**src/rtl/tick_wdog_pkg.sv**
```systemverilog
// Shared types and default timing window for the tick watchdog.
// Optional sticky-fault behaviour is selected with TICK_WDOG_STICKY_EN.
package tick_wdog_pkg;

    localparam int DEF_MIN_GAP = 25000;
    localparam int DEF_MAX_GAP = 25002;
    localparam int DEF_CNT_W   = 15;
    localparam int DEF_TCNT_W  = 16;

    typedef enum logic [1:0] {
        IDLE  = 2'd0,
        RUN   = 2'd1,
        FAULT = 2'd2
    } state_e;

    typedef enum logic [1:0] {
        NONE     = 2'b00,
        EARLY    = 2'b01,
        LATE     = 2'b10,
        UPSTREAM = 2'b11
    } cause_e;

endpackage

```
**src/rtl/sat_gap_counter.sv**
```systemverilog
// Cycles-since-last-tick counter: loads 1 on a tick, otherwise counts up and
// sticks at all-ones so a long silence never wraps into a legal-looking gap.
module sat_gap_counter #(
    parameter int CNT_W = 15
) (
    input  logic             clk,
    input  logic             rst,
    input  logic             tick,
    output logic [CNT_W-1:0] cnt
);

    logic [CNT_W-1:0] cnt_d;
    logic [CNT_W-1:0] cnt_q;

    // NOTE: every signal written in always_comb gets a default first, so no latch is inferred.
    always_comb begin
        cnt_d = cnt_q;
        if (tick) begin
            cnt_d = CNT_W'(1);
        end else if (cnt_q != '1) begin
            cnt_d = cnt_q + CNT_W'(1);
        end
    end

    // NOTE: state registers use non-blocking assignment so every flop samples pre-edge values.
    always_ff @(posedge clk or negedge rst) begin
        if (!rst) begin
            cnt_q <= '0;
        end else begin
            cnt_q <= cnt_d;
        end
    end

    assign cnt = cnt_q;

endmodule

```
**src/rtl/tick_watchdog.sv**
```systemverilog
// Checks that a periodic tick arrives within [MIN_GAP, MAX_GAP] cycles of the previous one.
// Define TICK_WDOG_STICKY_EN to hold FAULT (and its first cause) until reset.
module tick_watchdog
    import tick_wdog_pkg::*;
#(
    parameter int MIN_GAP = DEF_MIN_GAP,
    parameter int MAX_GAP = DEF_MAX_GAP,
    parameter int CNT_W   = DEF_CNT_W,
    parameter int TCNT_W  = DEF_TCNT_W
) (
    input  logic              clk,
    input  logic              rst,
    input  logic              tick,
    input  logic              err_in,
    output logic              ok,
    output logic              fault,
    output logic [1:0]        cause,
    output logic [TCNT_W-1:0] tick_cnt
);

    localparam logic [CNT_W-1:0] MIN_C = CNT_W'(MIN_GAP);
    localparam logic [CNT_W-1:0] MAX_C = CNT_W'(MAX_GAP);

    logic [CNT_W-1:0]  cnt;
    state_e            state_d, state_q;
    cause_e            cause_d, cause_q;
    logic              ok_d, ok_q;
    logic              fault_d, fault_q;
    logic [TCNT_W-1:0] tick_cnt_d, tick_cnt_q;
    logic              good;

    sat_gap_counter #(.CNT_W(CNT_W)) u_gap (
        .clk  (clk),
        .rst  (rst),
        .tick (tick),
        .cnt  (cnt)
    );

    // cnt still holds the gap ending at this cycle; decisions use that pre-edge value.
    always_comb begin
        state_d = state_q;
        cause_d = cause_q;
        good    = 1'b0;
        case (state_q)
            IDLE: begin
                if (err_in) begin
                    state_d = FAULT;
                    cause_d = UPSTREAM;
                end else if (tick) begin
                    state_d = RUN;
                    good    = 1'b1;
                end else if (cnt >= MAX_C) begin
                    state_d = FAULT;
                    cause_d = LATE;
                end
            end
            RUN: begin
                if (err_in) begin
                    state_d = FAULT;
                    cause_d = UPSTREAM;
                end else if (tick && (cnt < MIN_C)) begin
                    state_d = FAULT;
                    cause_d = EARLY;
                end else if (tick ? (cnt > MAX_C) : (cnt >= MAX_C)) begin
                    state_d = FAULT;
                    cause_d = LATE;
                end else if (tick) begin
                    good = 1'b1;
                end
            end
            FAULT: begin
`ifndef TICK_WDOG_STICKY_EN
                if (err_in) begin
                    cause_d = UPSTREAM;
                end else if (tick) begin
                    state_d = RUN;
                    cause_d = NONE;
                end
`endif
            end
            default: begin
                state_d = IDLE;
                cause_d = NONE;
            end
        endcase

        tick_cnt_d = tick_cnt_q;
        if (good && (tick_cnt_q != '1)) begin
            tick_cnt_d = tick_cnt_q + TCNT_W'(1);
        end

        ok_d    = (state_d == RUN);
        fault_d = (state_d == FAULT);
    end

    always_ff @(posedge clk or negedge rst) begin
        if (!rst) begin
            state_q    <= IDLE;
            cause_q    <= NONE;
            ok_q       <= 1'b0;
            fault_q    <= 1'b0;
            tick_cnt_q <= '0;
        end else begin
            state_q    <= state_d;
            cause_q    <= cause_d;
            ok_q       <= ok_d;
            fault_q    <= fault_d;
            tick_cnt_q <= tick_cnt_d;
        end
    end

    assign ok       = ok_q;
    assign fault    = fault_q;
    assign cause    = cause_q;
    assign tick_cnt = tick_cnt_q;

endmodule

```
**config.mk**
```make
export PLATFORM = sky130hd
export DESIGN_NAME = tick_watchdog
export DESIGN_NICKNAME = d
export VERILOG_FILES = /design/src/rtl/tick_wdog_pkg.sv /design/src/rtl/sat_gap_counter.sv /design/src/rtl/tick_watchdog.sv
export SDC_FILE = /design/constraint.sdc
export NUM_CORES = 1
export LEC_CHECK = 0
export ABC_AREA = 1
export CORE_ASPECT_RATIO = 1.4
export CORE_MARGIN = 2
export CORE_UTILIZATION = 38
export CTS_CLUSTER_DIAMETER = 80
export DETAILED_ROUTE_END_ITERATION = 8
export GPL_ROUTABILITY_DRIVEN = 0
export MAX_ROUTING_LAYER = met4
export PLACE_DENSITY = 0.64
export SLEW_MARGIN = 20
export SYNTH_ARGS = -nofsm -noshare
export SYNTH_HDL_FRONTEND = slang
export SYNTH_SLANG_ARGS = --single-unit
```
**constraint.sdc**
```tcl
create_clock -name clk -period 1.7 [get_ports clk]
set_input_delay 0.17 -clock clk [delete_from_list [all_inputs] [get_ports clk]]
set_output_delay 0.17 -clock clk [all_outputs]
set_load 0.01 [all_outputs]
```
==> flow_summary.toml <==
[power]
leakage_nw = 1.359
seqPwrFrac_pct = 45.5
power_frac_comb_pct = 22.7
switching_share_pct = 28.07
switchingPower_uw = 613.5
power.total_mw = 2.185
ir_worst_vdd_mv = 0.3262
internal_power_mw = 1.572
power.density_nw_per_um2 = 767.1
p_clk_share_pct = 31.8

[floorplan]
fp-row-count = 32
dieArea_um2 = 6477
io-pin-count = 24
chipWidth_um = 68.59
die_h_um = 94.43
initial_core_util_pct = 39.88
core_area_um2 = 5565

[timing]
drv_slew = 0
hold_viol_final = 0
fin_skew_ns = 0.008360
slew-limit-headroom_pct = 68.89
tightest_slew_ns = 0.4667
timing.setup.tns_ns = 0
setup_viol_count_final = 0
min_period_ns = 1.607
rsz0062_at_grt = "true"
max_freq_mhz = 622.1
finalCritPeriodShare_pct = 94.56

[setup_path]
critPathKind = "register to register"
end_kind = "register"
crit_fanout = 6
r2r_start = "tick_cnt[0]"
cp-startpoint = "tick_cnt[0]"
required_ns = 1.90
arrival_ns = 1.81
crit_path_start_kind = "register"

[cells_and_area]
fin_area_um2 = 2849
finalNonFillerCells = 413
diodes = 0
drive_above_1_share_pct = 17.39
nNetsFinal = 350
area_growth_pct = 28.35
fin_util_pct = 51.19

[global_routing]
use_met1_pct = 20.43
grtUsageMet3_pct = 3.814
antenna_found_initial = 0
grt_max_degree = 38
grt_pass1_wl_um = 8818
busiest_layer = "met2"
grt.overflow.total = 0
grt_usage_pct = 18.34
grt_pass1_vias = 2017
use_met2_pct = 30.53

[synth]
syn-instance-count = 296
ys_ff_latch = 37
syn_avg_cell_area_um2 = 7.499
ys_seq_area_share_pct = 41.71
ys_types = 31
syn_nets = 302
synth_warnings = 0
synthesis.area_um2 = 2220

[cts]
cts_buffer_depth = 2
h-tree-depth = 2
tritoncts = "yes"
clk_latency_ns = 0.30
clock-root-buffer = "clkbuf_8"
cts.sinks = 37
cts_inserted_buffers = 5
clkTransAtPathRegs_ns = 0.08

[detailed_routing]
drt_pass1_iterations = 4
drc_errors = 0
vias = 2081
first_iter_violations = 173
finalWirelength_um = 5174
wl_per_cell_um = 12.53
routed_via_density = 5.039
ant_nets = 0

[place]
hpwlAfterDp_um = 3857
io_buffers = 23
dpl.cell_count = 403
placed_cell_area_um2 = 2668

[outcome]
status = "completed"

[job]
drv_cap = 0

[min_path]
hold_path.class = "input port to asynchronous set/reset pin"
==> cell usage in the layout (no fill, tap or decap) <==
master           instances
nor2_1                  31
a31o_2                   1
nand3b_1                 2
nor2_4                   4
dlygate4sd3_1            1
ha_2                     1
a31oi_1                  1
inv_2                    2
buf_12                   1
nand2_8                  1
xnor2_1                 10
nand3_1                 31
o22ai_1                  2
buf_4                   20
nand4_1                  6
o211ai_1                 1
nor4_1                   2
a21boi_0                 1
ha_1                     1
o21ai_0                 13
buf_2                    1
clkinv_2                 1
dfrtp_2                  1
nand2_4                  2
nand3_4                  1
nand3_2                  2
nand2_1                 75
dfrtp_1                 36
inv_1                   28
xor2_1                   7
a211oi_2                 1
a21oi_1                  9
nor2_2                   3
clkdlybuf4s50_1         22
clkbuf_8                 7
buf_6                    1
nand2_2                  9
nor3_4                   1
nor3_1                   6
==> power groups by stage <==
stage               combinational (mW)  sequential, mW  clock [mW]
finish                           0.496           0.994       0.695
global route                     0.553            1.00       0.753
CTS                              0.481           0.992       0.713
detailed placement               0.477            1.01           0
global placement                 0.474            1.01           0
floorplan                        0.180            1.05           0
==> worst max-delay path, cell delays in order (launching register included) <==
cell	delay [ns]
dfrtp_1	0.36
ha_2	0.20
nand3_2	0.11
inv_1	0.10
nand2_2	0.09
nor3_4	0.15
nand3_4	0.15
buf_4	0.20
nand3_1	0.09
nand2_1	0.05
==> final timing paths <==
check / to / slack (ns) / depth (start not counted)
worst max-delay path: tick_cnt[4] / 0.09 / 9
worst min-delay path: tick_cnt[4] / 0.43 / 3
worst max register to register: tick_cnt[4] / 0.09 / 9
worst min register to register: cause[1] / 0.47 / 2
max in group asynchronous: u_gap.cnt[4] / 0.90 / 3
min in group clk: cause[1] / 0.47 / 2
==> repair_timing <==
action / CTS / global route
resized for setup: 0 / 15
endpoints found under the setup margin: 0 / 23
hold buffers: 1 / 0
hold endpoints to repair: 37 / 0
setup buffers: 0 / 1
==> cell usage after synthesis <==
library cell | count | share of area [%]
a31oi_1 | 1 | 0.28
a211oi_2 | 1 | 0.56
nor2_2 | 4 | 1.1
o22ai_1 | 2 | 0.56
buf_6 | 1 | 0.51
nor4_1 | 2 | 0.56
nor3_1 | 6 | 1.4
nand3_1 | 33 | 7.4
o211ai_1 | 1 | 0.34
ha_1 | 2 | 1.1
nor2_1 | 32 | 5.4
nor3_2 | 1 | 0.45
inv_1 | 29 | 4.9
a21oi_1 | 9 | 2.0
inv_2 | 1 | 0.17
a21boi_0 | 1 | 0.34
buf_2 | 2 | 0.45
nand3b_1 | 2 | 0.68
xor2_1 | 7 | 2.8
dfrtp_1 | 37 | 42
o21ai_0 | 13 | 2.9
a31o_2 | 1 | 0.39
clkbuf_1 | 1 | 0.17
buf_4 | 1 | 0.34
nor2_4 | 2 | 1.0
nand3_2 | 1 | 0.45
nand2_1 | 77 | 13
nand2_2 | 8 | 2.3
nand2_4 | 2 | 1.0
nand4_1 | 6 | 1.7
xnor2_1 | 10 | 3.9
==> sequential cells by signal (all words and copies together), names as in the netlist <==
name	count
tick_cnt	16
ok	1
state_q	2
cause	2
fault	1
u_gap.cnt	15
==> area by class of cell <==
type	instances	area, um2
Clock buffer	7	96.34
Clock inverter	1	5.005
Fill cell	553	2716
Inverter	30	112.6
Multi-Input combinational cell	224	1206
Sequential cell	37	927.1
Tap cell	68	85.08
Timing Repair Buffer	46	416.7
==> metal layers <==
metal  part of all wire [%]  wire length, um
met5                      0                0
met4                    2.9              152
met3                    2.8              146
met2                     52             2686
met1                     42             2189
==> stage by stage <==
stage               hold WS [ns]  setup WS [ns]
floorplan                -0.1256        0.05565
global placement          0.2441        0.08422
detailed placement        0.2489        0.07335
CTS                       0.4572        0.07852
global route              0.4956       -0.02213
finish                    0.4324        0.09253
==> logic make-up after synthesis <==
kind of cell             Yosys count  share of synthesized area, %
AO/OA/AOI/OAI                     29                         7.441
AND/OR/NAND/NOR                  176                         36.47
adder cells (fa/ha/maj)            2                         1.127
XOR/XNOR                          17                         6.708
buffers and inverters             35                         6.538
flip-flops                        37                         41.71
Power figures use the tool's default switching activity.
